## config.mk

```make
export PLATFORM = sky130hd
export DESIGN_NAME = tdc_meas_arbiter
export DESIGN_NICKNAME = d
export VERILOG_FILES = /design/src/rtl/tdc_meas_arbiter.sv
export SDC_FILE = /design/constraint.sdc
export NUM_CORES = 1
export LEC_CHECK = 0
export ABC_CLOCK_PERIOD_IN_PS = 15130
export BUFFER_PORTS_ARGS = -buffer_cell sky130_fd_sc_hd__buf_2
export CAP_MARGIN = 30
export CORE_UTILIZATION = 47
export DETAILED_ROUTE_END_ITERATION = 12
export PLACE_DENSITY = 0.66
export SETUP_SLACK_MARGIN = 0.1
export SYNTH_ARGS = -nofsm -noshare
export SYNTH_HDL_FRONTEND = slang
export SYNTH_SLANG_ARGS = --single-unit
export TNS_END_PERCENT = 10
```

## constraint.sdc

```tcl
create_clock -name clk_100m -period 15.13 [get_ports clk_100m]
set_clock_uncertainty 0.1 [all_clocks]
set_input_delay 2.2695 -clock clk_100m [delete_from_list [all_inputs] [get_ports clk_100m]]
set_output_delay 2.2695 -clock clk_100m [all_outputs]
set_load 0.03 [all_outputs]
```

## src/rtl/tdc_meas_arbiter.sv

```systemverilog
// tdc_meas_arbiter: collects NUM_CH TDC measurements into a shared FIFO,
// tags each entry with its channel byte and paces them out to uart_tx.
//
// Ports:
//   clk_100m    in   system clock, 100 MHz
//   rst_n       in   synchronous, active-low reset
//   meas_in     in   channel c measurement at [c*MEAS_W +: MEAS_W]
//   meas_valid  in   per-channel one-cycle strobe
//   tx_data     out  {channel byte, measurement} to uart_tx
//   tx_start    out  one-cycle start pulse to uart_tx
//   tx_busy     in   uart_tx busy
//   fifo_level  out  FIFO occupancy, 0..FIFO_DEPTH
//   overflow    out  sticky per-channel lost-measurement flags
//   ovf_clr     in   clears overflow and drop_count
//   drop_count  out  saturating lost-measurement count
//
// Optional feature macro: TDC_ARB_DROP_CNT_EN builds the drop counter;
// without it drop_count is tied to zero.

module tdc_meas_arbiter #(
    parameter int NUM_CH      = 4,
    parameter int MEAS_W      = 40,
    parameter int FIFO_DEPTH  = 8,
    parameter int TX_INTERVAL = 5_000_000,
    localparam int CH_W       = 8,
    localparam int LVL_W      = $clog2(FIFO_DEPTH) + 1
) (
    input  logic                     clk_100m,
    input  logic                     rst_n,
    input  logic [NUM_CH*MEAS_W-1:0] meas_in,
    input  logic [NUM_CH-1:0]        meas_valid,
    output logic [CH_W+MEAS_W-1:0]   tx_data,
    output logic                     tx_start,
    input  logic                     tx_busy,
    output logic [LVL_W-1:0]         fifo_level,
    output logic [NUM_CH-1:0]        overflow,
    input  logic                     ovf_clr,
    output logic [15:0]              drop_count
);

    localparam int PTR_W = $clog2(FIFO_DEPTH);
    localparam int IDX_W = (NUM_CH > 1) ? $clog2(NUM_CH) : 1;
    localparam int CNT_W = $clog2(TX_INTERVAL + 1);
    localparam int ENT_W = CH_W + MEAS_W;

    typedef enum logic [1:0] {
        IDLE,
        SEND,
        GUARD
    } state_e;

    // ---------------- capture ----------------
    logic [MEAS_W-1:0] pend_q [NUM_CH];
    logic [MEAS_W-1:0] pend_d [NUM_CH];
    logic [NUM_CH-1:0] pend_vld_q;
    logic [NUM_CH-1:0] pend_vld_d;
    logic [NUM_CH-1:0] drain;
    logic [NUM_CH-1:0] drop;

    // ---------------- arbiter ----------------
    logic [IDX_W-1:0]  rr_q;
    logic [IDX_W-1:0]  rr_d;
    logic [IDX_W-1:0]  gnt_idx;
    logic              gnt_vld;
    logic              push;

    // ---------------- fifo ----------------
    logic [ENT_W-1:0]  mem_q [FIFO_DEPTH];
    logic [ENT_W-1:0]  wdata;
    logic [PTR_W-1:0]  wr_ptr_q;
    logic [PTR_W-1:0]  rd_ptr_q;
    logic [LVL_W-1:0]  level_q;
    logic [LVL_W-1:0]  level_d;
    logic              full;
    logic              empty;
    logic              pop;

    // ---------------- output ----------------
    state_e            state_q;
    state_e            state_d;
    logic [ENT_W-1:0]  tx_data_q;
    logic [ENT_W-1:0]  tx_data_d;
    logic [CNT_W-1:0]  cnt_q;
    logic [CNT_W-1:0]  cnt_d;
    logic [NUM_CH-1:0] ovf_q;
    logic [NUM_CH-1:0] ovf_d;

    // Round-robin search starting at rr_q. Scanning offsets from high
    // to low lets the nearest pending channel be the final winner.
    always_comb begin
        int k;
        gnt_vld = 1'b0;
        gnt_idx = '0;
        k       = 0;
        for (int i = NUM_CH - 1; i >= 0; i--) begin
            k = int'(rr_q) + i;
            if (k >= NUM_CH) begin
                k = k - NUM_CH;
            end
            if (pend_vld_q[k[IDX_W-1:0]]) begin
                gnt_vld = 1'b1;
                gnt_idx = k[IDX_W-1:0];
            end
        end
    end

    assign full  = (level_q == LVL_W'(FIFO_DEPTH));
    assign empty = (level_q == '0);
    assign push  = gnt_vld && !full;
    assign wdata = {CH_W'(gnt_idx), pend_q[gnt_idx]};

    always_comb begin
        rr_d = rr_q;
        if (push) begin
            if (gnt_idx == IDX_W'(NUM_CH - 1)) begin
                rr_d = '0;
            end else begin
                rr_d = gnt_idx + IDX_W'(1);
            end
        end
    end

    // A channel being pushed this cycle frees its slot, so a new strobe
    // on it simply reloads; otherwise a strobe onto a full slot is a drop.
    always_comb begin
        drain = '0;
        if (push) begin
            drain[gnt_idx] = 1'b1;
        end
    end

    always_comb begin
        pend_d     = pend_q;
        pend_vld_d = pend_vld_q;
        drop       = '0;
        for (int c = 0; c < NUM_CH; c++) begin
            if (meas_valid[c]) begin
                pend_d[c]     = meas_in[c*MEAS_W +: MEAS_W];
                pend_vld_d[c] = 1'b1;
                if (pend_vld_q[c] && !drain[c]) begin
                    drop[c] = 1'b1;
                end
            end else if (drain[c]) begin
                pend_vld_d[c] = 1'b0;
            end
        end
    end

    always_comb begin
        case ({push, pop})
            2'b10:   level_d = level_q + LVL_W'(1);
            2'b01:   level_d = level_q - LVL_W'(1);
            default: level_d = level_q;
        endcase
    end

    // A drop in the same cycle as ovf_clr survives the clear.
    assign ovf_d = (ovf_clr ? '0 : ovf_q) | drop;

    always_comb begin
        state_d   = state_q;
        pop       = 1'b0;
        tx_data_d = tx_data_q;
        unique case (state_q)
            IDLE: begin
                if (!empty && !tx_busy &&
                    cnt_q == CNT_W'(TX_INTERVAL)) begin
                    state_d   = SEND;
                    pop       = 1'b1;
                    tx_data_d = mem_q[rd_ptr_q];
                end
            end
            SEND: begin
                state_d = GUARD;
            end
            // uart_tx raises busy a cycle late; skip one look at it.
            GUARD: begin
                state_d = IDLE;
            end
            default: begin
                state_d = IDLE;
            end
        endcase
    end

    assign tx_start = (state_q == SEND);

    always_comb begin
        if (tx_start) begin
            cnt_d = '0;
        end else if (cnt_q == CNT_W'(TX_INTERVAL)) begin
            cnt_d = cnt_q;
        end else begin
            cnt_d = cnt_q + CNT_W'(1);
        end
    end

    always_ff @(posedge clk_100m) begin
        if (!rst_n) begin
            for (int c = 0; c < NUM_CH; c++) begin
                pend_q[c] <= '0;
            end
            pend_vld_q <= '0;
            rr_q       <= '0;
            wr_ptr_q   <= '0;
            rd_ptr_q   <= '0;
            level_q    <= '0;
            state_q    <= IDLE;
            tx_data_q  <= '0;
            cnt_q      <= CNT_W'(TX_INTERVAL);
            ovf_q      <= '0;
        end else begin
            pend_q     <= pend_d;
            pend_vld_q <= pend_vld_d;
            rr_q       <= rr_d;
            level_q    <= level_d;
            state_q    <= state_d;
            tx_data_q  <= tx_data_d;
            cnt_q      <= cnt_d;
            ovf_q      <= ovf_d;
            if (push) begin
                wr_ptr_q <= wr_ptr_q + PTR_W'(1);
            end
            if (pop) begin
                rd_ptr_q <= rd_ptr_q + PTR_W'(1);
            end
        end
    end

    // Storage needs no reset: only entries below level_q are ever read.
    always_ff @(posedge clk_100m) begin
        if (rst_n && push) begin
            mem_q[wr_ptr_q] <= wdata;
        end
    end

`ifdef TDC_ARB_DROP_CNT_EN
    logic [15:0] dcnt_q;
    logic [15:0] dcnt_d;
    logic [4:0]  n_drop;
    logic [16:0] dsum;

    always_comb begin
        n_drop = '0;
        for (int c = 0; c < NUM_CH; c++) begin
            n_drop = n_drop + 5'(drop[c]);
        end
        dsum = {1'b0, (ovf_clr ? 16'd0 : dcnt_q)} + 17'(n_drop);
        dcnt_d = dsum[16] ? 16'hFFFF : dsum[15:0];
    end

    always_ff @(posedge clk_100m) begin
        if (!rst_n) begin
            dcnt_q <= '0;
        end else begin
            dcnt_q <= dcnt_d;
        end
    end

    assign drop_count = dcnt_q;
`else
    assign drop_count = 16'd0;
`endif

    assign tx_data    = tx_data_q;
    assign fifo_level = level_q;
    assign overflow   = ovf_q;

endmodule

```

==> qor.yml <==
status: "complete, no violations"
die_h_um: 225.7
clkSinkCount: 583
cellLeakagePower_uw: 0.01007
cp.arrival_ps: 5100
synth_warnings: 0
endpoint_kind: "flop"
wl_per_cell_um: 20.50
path_clk_slew_ps: 60
instances_no_fill: 2486
hold_class: "flop to flop"
cts_resized: 0
finish.utilization_pct: 55.12
via_per_inst: 5.296
p_total_uw: 4037
antenna_found_initial: 20
fin_crit_sh_pct: 30.85
drtIter0Drc: 770
grt_usage_pct: 20.11
fillers: 4007
dpl_worst_slack_ps: 9781
grt_setup_unrepaired: "no"
grt_pass1_vias: 13188
cp_slowest_cell: "buf_4"
setup_tns_ps: 0
ctsRootBufferMaster: "clkbuf_16"
critPathBufInv: 2
slew_viol_final: 0
cp-start-kind: "input pin"
cp_max_fo: 90
nets: 1942
maxCapViolCount: 0
crit_required_ps: 15560
tightest_slew_ps: 1028
portBuffers: 218
drtAntennaViolNets: 0
grt_start_max_net_pins: 119
insertion_delay_ps: 610
netlist_instances: 1562
cts_buffer_depth: 3
dp_cells: 2366
vias: 13165
syn_area_sq_um: 23520
rows: 81
wl_um: 50970
worst_slack_ps: 10460
drt_pass1_iterations: 5
worstSetupPathType: "input pin to flop"
powerDensity_nw_per_um2: 149.0
cts_buffers: 58
post_synth.cell_area_avg_sq_um: 15.05
ys_ff_latch: 583
max_freq_ghz: 0.2143
critPathMaxStageDelay_ps: 630
vdd_drop_max_mv: 0.09501
path_cells: "buf_2 > or4_1 > nor3_4 > buf_4 > ha_1 > xor2_1 > ha_1 > a21oi_1 > xor2_1 > or3_1 > a21boi_0"
cts_tree: "yes"
die-width_um: 225.7
drive_above_1_share_pct: 23.79
die_area_sq_um: 50930
area_delta_synth_final_pct: 15.22
synth_cell_types: 44
gp_congestion: 0.7523
hpwl_um: 30940
grt_pass1_wl_um: 77470
drc: 0
cp_top_family: "simple AND/OR/NAND/NOR gates"
hold_viol: 0
core-area_sq_um: 49150
period_needed_ps: 4667
io_pins: 241
slew_headroom_pct: 29.49
htreeDepth: 2
ys_seq_area_share_pct: 63.94
ctsHoldBuffers: 0
grt_overflow: 0
postCtsSetupBuffers: 0
setup_viol: 0
start_util_pct: 47.84
==> registers in the layout (all words and copies together) (netlist names) <==
name,cells
cnt_q,23
fifo_level,4
mem_q,336
overflow,4
pend_q,160
pend_vld_q,4
rd_ptr_q,3
rr_q,2
state_q,2
tx_data,42
wr_ptr_q,3
==> cells in the mapped netlist, drive strengths merged <==
cell type	instances	area [sq um]
a21boi	6	45.04
a21oi	53	265.3
and2	6	37.54
and3	6	37.54
and4	4	35.03
buf	69	390.4
clkbuf	53	202.7
clkinv	1	3.750
conb	1	3.750
dfxtp	247	4945
edfxtp	336	10090
ha	11	137.6
inv	7	26.28
mux2i	326	3263
mux4	84	1892
nand2	20	75.07
nand2b	4	25.02
nand3	7	35.03
nand4	9	56.30
nor2	19	71.32
nor2b	177	1107
nor3	8	56.31
nor3b	1	7.510
nor4	7	43.79
nor4b	2	17.52
nor4bb	2	20.02
o211a	1	10.01
o21a	4	30.03
o21ai	56	280.3
o221a	1	11.26
o31ai	1	7.510
o32a	1	10.01
or3	3	18.77
or3b	1	8.760
or4	1	7.510
or4b	1	13.76
xnor2	9	78.83
xor2	17	148.9
==> cells by family (layout without fill, tap and decap cells) <==
family          Yosys count  after routing  synth area share (%)
compound gates          123            123                 2.804
buf+inv                 130            359                 2.650
other cells               1             32               0.01595
fa+ha+maj                11             11                0.5853
simple gates            278            278                 7.119
flops                   583            583                 63.94
xor+xnor                 26             26                0.9684
mux                     410            410                 21.92
==> worst min-delay path, cell delays in order (launching register included) <==
cell and delay [ps]:
dfxtp_1 320, mux2i_1 60, nor2b_1 90
==> final timing paths <==
| check | startpoint | endpoint | slack [ps] | depth (start not counted) |
|---|---|---|---|---|
| max reg2reg | pend_vld_q[2]$_SDFFE_PN0P_ | mem_q[0][11]$_DFFE_PP_ | 11320 | 6 |
| min reg2reg | pend_q[142]$_SDFFE_PN0P_ | pend_q[142]$_SDFFE_PN0P_ | 410 | 2 |
| max | tx_busy | fifo_level[2]$_SDFFE_PN0P_ | 10460 | 11 |
| min | pend_q[142]$_SDFFE_PN0P_ | pend_q[142]$_SDFFE_PN0P_ | 410 | 2 |
==> cells in the final DEF (no fill, tap or decap), types with 5 or more instances in the layout <==
| cell type | count |
|---|---|
| clkbuf_8 | 9 |
| o21ai_0 | 55 |
| xor2_1 | 17 |
| clkbuf_16 | 58 |
| buf_4 | 23 |
| ha_1 | 11 |
| clkinv_1 | 5 |
| dfxtp_1 | 244 |
| clkbuf_1 | 17 |
| xnor2_1 | 9 |
| nor2_1 | 18 |
| conb_1 | 22 |
| clkinv_2 | 12 |
| inv_1 | 7 |
| and2_1 | 6 |
| nand4_1 | 9 |
| nor2b_1 | 177 |
| nand3_1 | 7 |
| mux2i_1 | 326 |
| diode_2 | 10 |
| a21boi_0 | 6 |
| and3_1 | 6 |
| nor3_2 | 5 |
| a21oi_1 | 53 |
| nand2_1 | 20 |
| buf_2 | 217 |
| mux4_2 | 84 |
| edfxtp_1 | 336 |
==> final cells by class <==
cell class | instances | area, sq um | area share [%]
flip-flops and latches | 583 | 15040 | 55.52
multi-input cells | 870 | 7993 | 29.50
inverters | 8 | 30.03 | 0.1108
diodes | 10 | 25.02 | 0.09236
repair buffers | 242 | 1314 | 4.849
clock buffers | 85 | 1644 | 6.068
well taps | 664 | 830.8 | 3.066
clock inverters | 24 | 214.0 | 0.7897
==> through the flow <==
stage / cell area [sq um] / hold WS, ps
after floorplan: 23590 / 370.5
after global placement: 25160 / 394.8
after detailed placement: 25180 / 403.4
after CTS: 27040 / 417.2
after global routing: 27080 / 439.0
final: 27090 / 413.0
==> routing by layer <==
metal / part of all wire, % / track usage (%) / vias to the layer above
met4: 1.8 / 5.706 / 20
met5: 0.23 / 0 / -
met1: 47 / 28.64 / 6557
li1: - / - / 6185
met3: 6.3 / 5.009 / 85
met2: 45 / 30.53 / 318
==> where the power goes <==
| part | switching (uW) | internal, uW |
|---|---|---|
| Clock | 592 | 804 |
| Combinational | 425 | 290 |
| Sequential | 80.2 | 1850 |
Power figures use the tool's default switching activity.
